<file path="src/rtl/reduction_pair_scheduler.sv">
// Sparse-reduction node sequencer: pairs LSP/MSP partial-sum beats (or passes dense beats),
// drives the reduction datapath and retires registered results per configured tile.
module reduction_pair_scheduler #(
   parameter int ACCUM_WIDTH = 48,
   parameter int COUNT_WIDTH = 16
) (
   input  logic                   clk,
   input  logic                   rst,
   input  logic                   cfg_valid,
   output logic                   cfg_ready,
   input  logic                   cfg_sparse,
   input  logic [COUNT_WIDTH-1:0] cfg_len,
   input  logic                   abort,
   input  logic                   in_valid,
   output logic                   in_ready,
   input  logic [ACCUM_WIDTH-1:0] in_data,
   input  logic                   in_is_msp,
   output logic [ACCUM_WIDTH-1:0] red_input_data,
   output logic [ACCUM_WIDTH-1:0] red_msp,
   output logic                   red_sparse_en,
   input  logic [ACCUM_WIDTH-1:0] red_output_data,
   output logic                   out_valid,
   input  logic                   out_ready,
   output logic [ACCUM_WIDTH-1:0] out_data,
   output logic                   busy,
   output logic                   done,
   output logic                   err_protocol
);

   typedef enum logic [1:0] {
      ST_IDLE    = 2'd0,
      ST_RUN_LSP = 2'd1,
      ST_RUN_MSP = 2'd2
   } state_t;

   state_t                 state_q, state_d;
   logic                   mode_q, mode_d;
   logic [COUNT_WIDTH-1:0] len_q, len_d;
   logic [COUNT_WIDTH-1:0] issued_q, issued_d;
   logic [COUNT_WIDTH-1:0] retired_q, retired_d;
   logic [ACCUM_WIDTH-1:0] lsp_q, lsp_d;
   logic                   out_valid_q, out_valid_d;
   logic [ACCUM_WIDTH-1:0] out_data_q, out_data_d;
   logic                   done_zero_q, done_zero_d;
   logic                   err_q, err_d;

   logic run_s;
   logic in_ready_s;
   logic in_fire_s;
   logic out_fire_s;
   logic last_retire_s;

   // Handshake qualifiers shared by the datapath drive and next-state logic
   always_comb begin
      run_s         = (state_q != ST_IDLE);
      in_ready_s    = run_s & (issued_q != len_q) & (~out_valid_q | out_ready);
      in_fire_s     = in_valid & in_ready_s;
      out_fire_s    = out_valid_q & out_ready;
      last_retire_s = run_s & ~abort & out_fire_s
                      & ((retired_q + COUNT_WIDTH'(1)) == len_q);
   end

   // Datapath drive: the held LSP joins the incoming MSP only while waiting for the MSP half
   always_comb begin
      red_sparse_en  = 1'b0;
      red_input_data = in_data;
      red_msp        = '0;
      if (state_q == ST_RUN_MSP) begin
         red_sparse_en  = mode_q;
         red_input_data = lsp_q;
         red_msp        = in_data;
      end else begin
         red_sparse_en  = 1'b0;
         red_input_data = in_data;
         red_msp        = '0;
      end
   end

   // Next-state: configuration, pairing, output slot, retirement and abort
   always_comb begin
      state_d     = state_q;
      mode_d      = mode_q;
      len_d       = len_q;
      issued_d    = issued_q;
      retired_d   = retired_q;
      lsp_d       = lsp_q;
      out_valid_d = out_valid_q;
      out_data_d  = out_data_q;
      done_zero_d = 1'b0;
      err_d       = err_q;

      case (state_q)
         ST_IDLE: begin
            if (cfg_valid) begin
               mode_d    = cfg_sparse;
               len_d     = cfg_len;
               issued_d  = '0;
               retired_d = '0;
               err_d     = 1'b0;
               if (cfg_len == '0) begin
                  done_zero_d = 1'b1;
                  state_d     = ST_IDLE;
               end else begin
                  done_zero_d = 1'b0;
                  state_d     = ST_RUN_LSP;
               end
            end else begin
               state_d = ST_IDLE;
            end
         end
         ST_RUN_LSP, ST_RUN_MSP: begin
            if (abort) begin
               state_d     = ST_IDLE;
               out_valid_d = 1'b0;
               issued_d    = '0;
               retired_d   = '0;
            end else begin
               // Drain first so a same-cycle load wins the slot
               if (out_fire_s) begin
                  out_valid_d = 1'b0;
                  retired_d   = retired_q + COUNT_WIDTH'(1);
               end else begin
                  out_valid_d = out_valid_q;
               end
               if (in_fire_s) begin
                  if (!mode_q) begin
                     out_data_d  = red_output_data;
                     out_valid_d = 1'b1;
                     issued_d    = issued_q + COUNT_WIDTH'(1);
                  end else if (state_q == ST_RUN_LSP) begin
                     if (in_is_msp) begin
                        err_d = 1'b1;
                     end else begin
                        lsp_d   = in_data;
                        state_d = ST_RUN_MSP;
                     end
                  end else begin
                     if (in_is_msp) begin
                        out_data_d  = red_output_data;
                        out_valid_d = 1'b1;
                        issued_d    = issued_q + COUNT_WIDTH'(1);
                        state_d     = ST_RUN_LSP;
                     end else begin
                        err_d = 1'b1;
                        lsp_d = in_data;
                     end
                  end
               end else begin
                  lsp_d = lsp_q;
               end
               if (last_retire_s) begin
                  state_d = ST_IDLE;
               end else begin
                  state_d = state_d;
               end
            end
         end
         default: begin
            state_d     = ST_IDLE;
            out_valid_d = 1'b0;
         end
      endcase
   end

   // State and datapath registers
   always_ff @(posedge clk) begin
      if (rst) begin
         state_q     <= ST_IDLE;
         mode_q      <= 1'b0;
         len_q       <= '0;
         issued_q    <= '0;
         retired_q   <= '0;
         lsp_q       <= '0;
         out_valid_q <= 1'b0;
         out_data_q  <= '0;
         done_zero_q <= 1'b0;
         err_q       <= 1'b0;
      end else begin
         state_q     <= state_d;
         mode_q      <= mode_d;
         len_q       <= len_d;
         issued_q    <= issued_d;
         retired_q   <= retired_d;
         lsp_q       <= lsp_d;
         out_valid_q <= out_valid_d;
         out_data_q  <= out_data_d;
         done_zero_q <= done_zero_d;
         err_q       <= err_d;
      end
   end

   // Completion of the last result is reported in the cycle it is accepted
   always_comb begin
      cfg_ready    = (state_q == ST_IDLE);
      busy         = run_s;
      in_ready     = in_ready_s;
      out_valid    = out_valid_q;
      out_data     = out_data_q;
      err_protocol = err_q;
      done         = done_zero_q | last_retire_s;
   end

endmodule

</file>
<file path="config.mk">
export PLATFORM = sky130hd
export DESIGN_NAME = reduction_pair_scheduler
export DESIGN_NICKNAME = d
export VERILOG_FILES = /design/src/rtl/reduction_pair_scheduler.sv
export SDC_FILE = /design/constraint.sdc
export NUM_CORES = 1
export LEC_CHECK = 0
export CAP_MARGIN = 25
export CORE_MARGIN = 4
export CORE_UTILIZATION = 46
export CTS_CLUSTER_SIZE = 10
export DETAILED_ROUTE_END_ITERATION = 8
export PLACE_DENSITY = 0.81
export SYNTH_ARGS = -nofsm -noshare
export SYNTH_HDL_FRONTEND = slang
export SYNTH_SLANG_ARGS = --single-unit
</file>
<file path="constraint.sdc">
create_clock -name clk -period 4.01 [get_ports clk]
set_clock_uncertainty 0.05 [all_clocks]
set_input_delay 1.0025 -clock clk [delete_from_list [all_inputs] [get_ports clk]]
set_output_delay 1.0025 -clock clk [all_outputs]
set_load 0.02 [all_outputs]
</file>
==> summary.md <==
| Metric | Value |
|---|---|
| Outcome | `finished, final reports clean` |
| Clk slew on worst S/H paths | `0.06 ns` |
| Fin crit period | `3.80 ns` |
| Worst slew pin tran | `0.989 ns` |
| Worst skew pair latency | `0.42 ns` |
| Critical Path AT | `2.75 ns` |
| Critical Path Start Type | `register` |
| Placed cell area | `10900 um2` |
| Top FF cell, synth | `dfxtp_1` |
| Hpwl dp | `17900 um` |
| Gate Count Post-Synth | `921` |
| Port bufs | `270` |
| Worst vdd ir | `0.323 mV` |
| Max FO, Critical Path | `8` |
| Mean Syn Cell Area | `8.65 um2` |
| Synth async-reset ratio | `0` |
| Design Power | `3640 uW` |
| DRC Markers | `0` |
| Vias | `7559` |
| Final core utilization | `0.687` |
| Library cells used by synthesis | `64` |
| Initial antenna violation count | `0` |
| Critical Path RT | `2.96 ns` |
| Rel. slew slack | `0.339` |
| Remaining Overflow, GRT | `0` |
| X dimension of the die | `140 um` |
| Final setup violating endpoints | `0` |
| Fin crit share | `0.948` |
| All-Layer GR Usage | `0.249` |
| TritonCTS clock tree | `built` |
| Detail Route Antenna Nets | `0` |
| N_diodes | `0` |
| Wirelength per Cell | `17.6 um` |
| Post-synth EDFFs | `0` |
| Clock buffer depth | `2` |
| Placer Congestion | `0.905` |
| Clk sinks | `150` |
| Highest achievable clock rate | `263 MHz` |
| Io pins | `271` |
| WS Path Type | `register to primary output` |
| H-tree depth | `4` |
| CTS Buf Count | `17` |
| Initial Util | `0.475` |
| Layout cell share with drive strength beyond 1 | `0.117` |
| Hold buffers post-CTS | `0` |
| Vias in the first global route | `7492` |
| Die ar. | `19500 um2` |
| Hold Crit Class | `register to register` |
| Area of the core | `16800 um2` |
| Largest net degree at the start of global routing | `88` |
| Die Ht | `140 um` |
| Kind of end point of the critical path | `primary output` |
| Initial DRC count | `463` |
| Global-route wire length before repair | `39600 um` |
| Fin area | `11500 um2` |
| Hold WS | `0.404 ns` |
| Yosys Warn Count | `0` |
| Drt total wl | `24700 um` |
| Power Density | `316 nW/um2` |
| Slew Limit Fails | `0` |
| Post-Syn Area | `7970 um2` |
| Max_cap viols | `0` |
| Std cell rows | `47` |
| Final Hold Violating Endpoints | `0` |
| Register bit total from synthesis | `150` |
| Register area share after synthesis | `0.377` |
| Syn-to-layout area delta | `44.5%` |
| Syn nets | `1048` |
| Vias per inst | `5.40` |
| Clk root buf | `clkbuf_16` |
| Final #Nets | `1295` |
| Leak | `0.00459 uW` |
| Drt first pass iters | `5` |
## worst max-delay path, stage by stage (launching register included)
cell and delay, ns:
dfxtp_1 0.52, nand4_1 0.36, nor4_2 0.47, xnor2_1 0.20, o2111ai_2 0.18, a2111oi_4 0.32
or2_1 0.16, buf_4 0.14
## worst paths after layout
check	startpoint	end	slack, ns	cells after the start
worst max-delay path	retired_q[2]$_SDFFE_PP0P_	done	0.21	7
worst max register to register	state_q[0]$_SDFFE_PP0P_	issued_q[5]$_SDFFE_PP0P_	1.29	7
worst min-delay path	lsp_q[12]$_SDFFE_PP0P_	lsp_q[12]$_SDFFE_PP0P_	0.40	2
worst min register to register	lsp_q[12]$_SDFFE_PP0P_	lsp_q[12]$_SDFFE_PP0P_	0.40	2
## sequential cells by signal, summed over array words and instances, names as in the netlist
name / count
done_zero_q: 1
err_protocol: 1
issued_q: 16
len_q: 16
lsp_q: 48
mode_q: 1
out_data: 48
out_valid: 1
retired_q: 16
state_q: 2
## where the power goes
group          switching [uW]  total (uW)  internal [uW]
combinational             222         450            227
clock                     631        1660           1030
sequential               19.8        1520           1500
## kinds of logic after synthesis
| logic type | count (synthesis) | synth area share |
|---|---|---|
| fa+ha+maj | 7 | 0.0110 |
| compound gates | 112 | 0.0909 |
| mux | 151 | 0.197 |
| flops | 150 | 0.377 |
| simple gates | 384 | 0.239 |
| xor+xnor | 38 | 0.0418 |
| buf+inv | 79 | 0.0427 |
## synthesized netlist by cell type, drive strengths merged (10+ instances only)
| library cell | n | share of area |
|---|---|---|
| nor4 | 15 | 0.016 |
| xnor2 | 14 | 0.015 |
| nor3 | 10 | 0.0063 |
| nand3 | 18 | 0.014 |
| buf | 17 | 0.013 |
| nand4 | 11 | 0.0094 |
| a21oi | 47 | 0.030 |
| nand2 | 153 | 0.072 |
| nor2 | 74 | 0.035 |
| dfxtp | 150 | 0.38 |
| and2 | 52 | 0.041 |
| or3 | 11 | 0.0093 |
| o21ai | 23 | 0.014 |
| mux2i | 102 | 0.13 |
| xor2 | 24 | 0.026 |
| mux2 | 49 | 0.069 |
| clkbuf | 47 | 0.022 |
| inv | 15 | 0.0071 |
## cells in the final DEF, fill, tap and decap left out, types with 4 or more instances in the layout
cell type	instances
inv_1	14
o2111ai_1	8
nand2_1	152
nand2b_1	5
and3_1	5
o21ai_0	22
or3_2	4
xnor2_1	14
buf_4	20
nor2b_1	7
o211ai_1	7
nor2_1	74
clkbuf_16	17
nand4_1	10
or4_1	4
xor2_1	24
mux2i_1	102
or3_1	7
clkdlybuf4s50_1	266
mux2_2	49
nor4_1	10
ha_1	5
o311ai_0	4
a21oi_1	47
dfxtp_1	150
and2_1	51
nand3_1	16
nor3_1	10
## per-stage QoR
stage | setup WS [ns] | std cells | TNS (ns)
global placement | -0.715 | 1369 | -0.715
detailed placement | -0.736 | 1369 | -0.736
floorplan | 0.398 | 921 | 0
CTS | 0.0611 | 1401 | 0
global route | -0.00531 | 1401 | -0.00531
finish | 0.208 | 1401 | 0
## repair_timing
item	in CTS	in global routing
setup endpoints to repair	1	1
resized for setup	8	6
buffers inserted	0	0
pin swaps	4	4
## cell type report
type,count,area [um2]
well taps,220,275
multi-input cells,692,4670
clock buffers,22,474
fillers,1384,5250
clock inverters,10,143
inverters,15,56.3
repair buffers,292,2900
flip-flops and latches,150,3000
## per-layer routing
metal	global-route usage	vias up	routed length (um)	share of wire
met4	0.0622	0	420	0.017
met2	0.434	284	12400	0.50
met5	0	-	0	0
met1	0.293	3566	9900	0.40
met3	0.0885	27	2030	0.082
li1	-	3682	-	-
Note: power is estimated with default switching activity, not from simulation.
